==> src/rtl/pipeline_hazard_ctrl.sv <==
// Pipeline hazard controller: data-memory wait freeze with timeout error, taken-branch flush
// and load-use stall. Define STALL_CNT_EN to build the saturating stall-cycle counter.
module pipeline_hazard_ctrl #(
  parameter int unsigned TIMEOUT = 15
) (
  input  logic        clk,
  input  logic        rst,
  input  logic        IDEXMemRead_in,
  input  logic [4:0]  IDEXRd_in,
  input  logic [4:0]  IFIDRs1_in,
  input  logic [4:0]  IFIDRs2_in,
  input  logic        BranchTaken_in,
  input  logic        MEMReq_in,
  input  logic        DmemReady_in,
  output logic        PCWrite_out,
  output logic        IFIDWrite_out,
  output logic        IDEXWrite_out,
  output logic        EXMEMWrite_out,
  output logic        IFIDFlush_out,
  output logic        IDEXFlush_out,
  output logic        MEMWBBubble_out,
  output logic        MemErr_out,
  output logic [31:0] StallCnt_out
);

  typedef enum logic [1:0] {
    IDLE = 2'd0,
    WAIT = 2'd1,
    ERR  = 2'd2
  } state_t;

  localparam logic [3:0] TIMEOUT_CNT = 4'(TIMEOUT);

  state_t     state, state_next;
  logic [3:0] wait_cnt, wait_cnt_next;
  logic       freeze;
  logic       load_use;

  // NOTE: sequential state uses non-blocking (<=) so every flop samples pre-edge values.
  always_ff @(posedge clk or posedge rst) begin
    if (rst) begin
      state    <= IDLE;
      wait_cnt <= 4'd0;
    end else begin
      state    <= state_next;
      wait_cnt <= wait_cnt_next;
    end
  end

  // NOTE: every always_comb output gets a default first so no path leaves it unassigned (no latch).
  always_comb begin
    state_next    = state;
    wait_cnt_next = wait_cnt;
    freeze        = 1'b0;
    case (state)
      IDLE: begin
        if (MEMReq_in && !DmemReady_in) begin
          freeze        = 1'b1;
          state_next    = WAIT;
          wait_cnt_next = 4'd1;
        end
      end
      WAIT: begin
        if (DmemReady_in) begin
          state_next    = IDLE;
          wait_cnt_next = 4'd0;
        end else begin
          freeze = 1'b1;
          if (wait_cnt == TIMEOUT_CNT) begin
            state_next = ERR;
          end else begin
            wait_cnt_next = wait_cnt + 4'd1;
          end
        end
      end
      ERR: begin
        freeze = 1'b1;
      end
      default: begin
        state_next    = IDLE;
        wait_cnt_next = 4'd0;
      end
    endcase
  end

  // A load into x0 never produces a value worth waiting for.
  assign load_use = IDEXMemRead_in && (IDEXRd_in != 5'd0) &&
                    ((IDEXRd_in == IFIDRs1_in) || (IDEXRd_in == IFIDRs2_in));

  always_comb begin
    PCWrite_out     = 1'b0;
    IFIDWrite_out   = 1'b0;
    IDEXWrite_out   = 1'b0;
    EXMEMWrite_out  = 1'b0;
    IFIDFlush_out   = 1'b0;
    IDEXFlush_out   = 1'b0;
    MEMWBBubble_out = 1'b0;
    MemErr_out      = 1'b0;
    if (!rst) begin
      MemErr_out = (state == ERR);
      if (freeze) begin
        MEMWBBubble_out = 1'b1;
      end else if (BranchTaken_in) begin
        PCWrite_out    = 1'b1;
        IFIDWrite_out  = 1'b1;
        IDEXWrite_out  = 1'b1;
        EXMEMWrite_out = 1'b1;
        IFIDFlush_out  = 1'b1;
        IDEXFlush_out  = 1'b1;
      end else if (load_use) begin
        IDEXWrite_out  = 1'b1;
        EXMEMWrite_out = 1'b1;
        IDEXFlush_out  = 1'b1;
      end else begin
        PCWrite_out    = 1'b1;
        IFIDWrite_out  = 1'b1;
        IDEXWrite_out  = 1'b1;
        EXMEMWrite_out = 1'b1;
      end
    end
  end

`ifdef STALL_CNT_EN
  logic [31:0] stall_cnt;

  always_ff @(posedge clk or posedge rst) begin
    if (rst) begin
      stall_cnt <= 32'd0;
    end else if (!PCWrite_out && (stall_cnt != 32'hFFFF_FFFF)) begin
      stall_cnt <= stall_cnt + 32'd1;
    end
  end

  assign StallCnt_out = stall_cnt;
`else
  assign StallCnt_out = 32'd0;
`endif

endmodule

==> config.mk <==
export PLATFORM = sky130hd
export DESIGN_NAME = pipeline_hazard_ctrl
export DESIGN_NICKNAME = d
export VERILOG_FILES = /design/src/rtl/pipeline_hazard_ctrl.sv
export SDC_FILE = /design/constraint.sdc
export NUM_CORES = 1
export LEC_CHECK = 0
export CAP_MARGIN = 40
export CORE_MARGIN = 2
export CORE_UTILIZATION = 29
export CTS_BUF_LIST = sky130_fd_sc_hd__clkbuf_4 sky130_fd_sc_hd__clkbuf_8 sky130_fd_sc_hd__clkbuf_16
export DETAILED_ROUTE_END_ITERATION = 10
export PLACE_DENSITY = 0.75
export SLEW_MARGIN = 25
export SYNTH_ARGS = -nofsm -noshare
export SYNTH_HDL_FRONTEND = slang
export SYNTH_SLANG_ARGS = --single-unit
==> constraint.sdc <==
create_clock -name clk -period 1.3 [get_ports clk]
set_input_delay 0.13 -clock clk [delete_from_list [all_inputs] [get_ports clk]]
set_output_delay 0.13 -clock clk [all_outputs]
set_load 0.005 [all_outputs]
-- Word-level counts from Yosys, hierarchy flattened
Cells that the tools add are included.
- flip-flop bits (word level): 6
- input port bits: 21
- output and inout bits: 40
- logic and storage cells: 48
- add/sub/neg operators: 1
- equal/unequal tests: 8
- muxes and demuxes: 27
- bitwise gates (word level): 1
- reductions and logical operators: 9
- operators with widths (cell ; number):
    1-bit two-way mux ; 18
    4-bit two-way mux ; 3
    4-bit one-hot mux with 3 select lines ; 1
    5-bit equality test ; 2
    2-bit two-way mux ; 3
    3-bit inequality test, second input constant ; 2
    2-bit one-hot mux with 3 select lines ; 1
    3-bit AND reduction ; 2
    5-bit nonzero test ; 1
    4-bit by 1-bit adder with 4-bit output, second input constant ; 1
    4-bit equality test, second input constant ; 1
    1-bit logical AND ; 3
    1-bit one-hot mux with 3 select lines ; 1
    2-bit by 1-bit equality test with 1-bit output, second input constant ; 1
    2-bit equality test, second input constant ; 1
    2-bit logical NOT ; 1
    2-bit inequality test, second input constant ; 1
    1-bit logical NOT ; 1
    1-bit logical OR ; 1
    1-bit NOT ; 1

-- Longest topological paths before layout
- depth in word-level cells: 7
- depth in mapped cells: 6
- gate-level depth less buffers: 5

-- Least setup slack after synthesis
No wires, ideal clock.
- path type: flip-flop to flip-flop
- start point: reg wait_cnt[0]
- end point: reg wait_cnt[0]
- setup time: 0.101 ns
- arrival time: 1.294 ns
- data required time: 1.199 ns
- slack: -0.095 ns
- cell stages (with the launch flop): 7
- path buffers: 1
- period minus slack after synthesis: 1.395 ns
- cell sequence: dfrtp_1 -> ha_1 -> and3_1 -> buf_2 -> nor3b_2 -> a21oi_1 -> o32ai_1
- word-level cells in the longest chain between the ends: 4
- elaborated cells on any way between the ends: 7
- classes of those cells: add/sub: 1; eq/ne: 2; mux: 3; reduce/logical: 1
- ends and longest elaborated chain (what ; line ; source):
    start: declaration ; 35 ; logic [3:0] wait_cnt, wait_cnt_next;
    start signal: assignment ; 46 ; wait_cnt <= wait_cnt_next;
    4-bit by 1-bit adder with 4-bit output ; 72 ; wait_cnt_next = wait_cnt + 4'd1;
    4-bit two-way mux ; 69 ; if (wait_cnt == TIMEOUT_CNT) begin
    4-bit two-way mux ; 64 ; if (DmemReady_in) begin
    4-bit one-hot mux with 3 select lines ; 55 ; case (state)
Several ways; a longest one is shown, not always the timed one. The select of a mux whose other input is x is not followed.
A chain may end at the register's enable or synchronous reset.

-- Final worst setup path
- start point: reg state[1]
- end point: out IDEXFlush_out
- word-level cells in the longest chain between the ends: 4
- elaborated cells on any way between the ends: 6
- classes of those cells: eq/ne: 2; mux: 3; reduce/logical: 1
- ends and longest elaborated chain (what ; line ; source):
    start: declaration ; 34 ; state_t state, state_next;
    start signal: assignment ; 45 ; state <= state_next;
    2-bit equality test, or another cell as far along ; 55 ;
    1-bit one-hot mux with 3 select lines * ; 55 ;
    1-bit two-way mux * ; 101 ; if (freeze) begin
    1-bit two-way mux * ; 99 ; if (!rst) begin
    end: declaration ; 20 ; output logic IDEXFlush_out,
Mark *: on every way between the ends. The rest lies on a longest branch, timed or not.

==> results.py <==
metrics = {
    "run_status": {
        "outcome": "finished, violations left",
        "violations": "negative setup slack",
    },
    "place": {
        "dp_slack_ns": -0.797,
        "globalplace.congestion": 0.812,
        "dp_hpwl_um": 1590,
        "io_buffers": 28,
    },
    "timing": {
        "clock_skew_ns": 0.00359,
        "drv_slew": 0,
        "fmax_ghz": 0.618,
        "setup-tns-final_ns": -1.87,
        "setup_violations": 10,
        "period_needed_ns": 1.62,
        "hold_viol": 0,
        "rsz0062_at_grt": "yes",
        "fin_crit_sh_pct": 125,
        "worst_slack_ns": -0.319,
    },
    "global_route": {
        "first_global_vias": 749,
        "antenna_found_initial": 0,
        "grt_max_degree": 10,
        "overflow": 0,
        "grt_pass1_wl_um": 3110,
        "track_usage_pct": 12.9,
    },
    "synth": {
        "synth-simple-area-share_pct": 13.6,
        "synthTopCellsByArea": "buf_4 (33%), dfrtp_1 (20%), xor2_1 (11%)",
        "synth_ff_type": "dfrtp_1",
        "synthAdderAreaFrac_pct": 1.64,
        "synth.avg_cell_area_um2": 7.96,
        "synth_top_area_share_pct": 33.4,
        "yosysMostFrequentCell": "buf_4",
        "synth_compound_gate_area_share_pct": 16.4,
        "netlist_area_um2": 764,
        "synth_top_family_by_area": "buffers and inverters",
        "yosysSeqAreaShare_pct": 19.6,
        "ys_top_cells_by_count": "buf_4 (34), xor2_1 (10), a21oi_1 (6), dfrtp_1 (6), nor2_1 (6)",
        "async_reset_ff_share_pct": 100,
        "yosys.area.top_type": "buf_4",
        "synth_xor_area_share_pct": 11.5,
        "synth-edff-count": 0,
        "yosys_warnings": 0,
        "muxShareOfSynthArea_pct": 1.31,
        "syn_inst": 96,
        "yosysUniqueCellTypes": 31,
        "synth.ff_latch_count": 6,
    },
    "worst_setup_path": {
        "regToRegEndpoint": "wait_cnt[3]",
        "crit_type": "reg -> out",
        "crit_family": "compound AO/OA/AOI/OAI gates",
        "rr_worst_depth": 7,
        "crit_arrival_ns": 1.49,
        "cp_slowest_stage_delay_ns": 0.41,
        "worstPathMaxFanout": 3,
        "reg2reg_slack_ns": -0.04,
        "crit_buf_inv": 1,
        "worst-path-stages": 4,
        "worstPathRequired_ns": 1.17,
        "crit_chain": "o311a_1 -> and2_4 -> o21bai_1 -> buf_2",
        "cp-start-kind": "flip-flop",
        "timing.rr.start": "state[1]",
        "worst_path_max_delay_cell": "dfrtp_1",
        "endpoint_kind": "primary output",
    },
    "die": {
        "die_w_um": 55.3,
        "core_um2": 2480,
        "die_area_um2": 3060,
        "rows": 18,
        "ios": 61,
        "die-height_um": 55.3,
        "start_util_pct": 30.9,
    },
    "power_and_ir_drop": {
        "sequentialPowerShare_pct": 30.1,
        "p_sw_share_pct": 32.5,
        "p_int_uw": 476,
        "power_uw": 705,
        "ir_drop_mv": 0.352,
        "leakagePower_uw": 0.000602,
        "p_per_area_nw_per_um2": 599,
        "combPwrFrac_pct": 44.6,
        "p_sw_uw": 229,
        "clkPwrFrac_pct": 25.3,
    },
    "final_layout": {
        "drive_above_1_share_pct": 32.4,
        "syn_to_final_growth_pct": 53.8,
        "finalNetCount": 169,
        "fillCellCount": 259,
        "antennaDiodeCount": 0,
    },
    "cts": {
        "clk_latency_ns": 0.25,
        "clkSlewWorstSetupHoldPaths_ns": 0.05,
        "cts.sinks": 6,
        "cts_buffer_depth": 2,
        "cts-htree-levels": 1,
        "ctsHoldBuffers": 0,
        "cts-root-buf": "clkbuf_4",
        "cts_buffers": 3,
        "cts_tree": "yes",
    },
    "route": {
        "post_drt_wl_per_cell_um": 12.2,
        "drt_iter0_markers": 5,
        "vias_per_cell": 4.33,
        "ant_nets": 0,
        "dr.pass1.iters": 4,
        "drc": 0,
        "wl_um": 2140,
        "vias": 758,
    },
    "hold_path": {
        "holdCritPathClass": "in -> async",
    },
    "run": {
        "cap_violations": 0,
    },
}
## power groups by stage
stage          combinational [µW]  sequential (µW)  clock, µW
6_report                      314              212        179
5_1_grt                       343              214        193
2_1_floorplan                 189              217          0
4_1_cts                       293              212        182
3_3_place_gp                  276              214          0
3_5_place_dp                  285              215          0
## per-stage QoR
| stage | cells | area, µm² | utilization, % | hold WS (ns) |
|---|---|---|---|---|
| 3_5_place_dp | 166 | 1060 | 43.0 | 0.477 |
| 5_1_grt | 175 | 1180 | 47.5 | 0.262 |
| 6_report | 175 | 1180 | 47.5 | 0.209 |
| 3_3_place_gp | 166 | 1060 | 43.0 | 0.470 |
| 4_1_cts | 172 | 1120 | 45.1 | 0.208 |
| 2_1_floorplan | 127 | 883 | - | -0.0707 |
## area by class of cell
type,instances,area [µm²],area share [%]
clock buffers,3,22.5,1.91
inverters,2,7.51,0.638
multi-input cells,83,505,43.0
flip-flops and latches,6,150,12.8
well taps,30,37.5,3.19
repair buffers,51,453,38.5
## timing repair
action,CTS,global route
endpoints found under the setup margin,10,11
pin swaps,9,8
gates resized for setup,50,11
buffers inserted,3,3
## layer usage
| layer | global-route usage, % | vias up | wire, µm |
|---|---|---|---|
| li1 | - | 360 | - |
| met1 | 11.8 | 351 | 713 |
| met2 | 25.0 | 43 | 1240 |
| met3 | 2.81 | 4 | 155 |
| met4 | 8.01 | 0 | 31 |
| met5 | 0 | - | 0 |
## tightest hold or removal path: stages
cell             delay (ns)
clkdlybuf4s50_1        0.42
inv_1                  0.08
buf_4                  0.16
## state kept, by name (all words and copies together) (netlist names)
name	count
wait_cnt	4
state	2
## cell usage in the layout, fill, tap and decap left out, types with 2 or more instances in the layout
cell type	synthesis	layout
a21oi_1	6	4
a21oi_2	0	2
buf_2	1	4
buf_4	34	19
buf_6	0	7
clkbuf_4	0	3
clkdlybuf4s50_1	0	11
conb_1	1	32
dfrtp_1	6	6
dlygate4sd2_1	0	6
dlymetal6s2s_1	0	3
inv_1	2	2
nand2_1	5	4
nand3_1	2	2
nor2_1	6	5
nor3_2	0	2
o21ai_1	1	2
xor2_1	10	10
## cells by family after synthesis
group | after synthesis
buf+inv | 38
simple gates | 20
compound gates | 19
xor+xnor | 10
flops | 6
fa+ha+maj | 1
other cells | 1
mux | 1
## worst max-delay path by stage
stage | start | endpoint | slack, ns
3_3_place_gp | IDEXRd_in[1] | IFIDWrite_out | -0.76
5_1_grt | state[1] | IDEXFlush_out | -0.35
2_1_floorplan | wait_cnt[0] | wait_cnt[0] | -0.05
6_report | state[1] | IDEXFlush_out | -0.32
4_1_cts | state[0] | IDEXFlush_out | -0.30
3_5_place_dp | IDEXRd_in[1] | PCWrite_out | -0.80
Power figures use the tool's default switching activity.
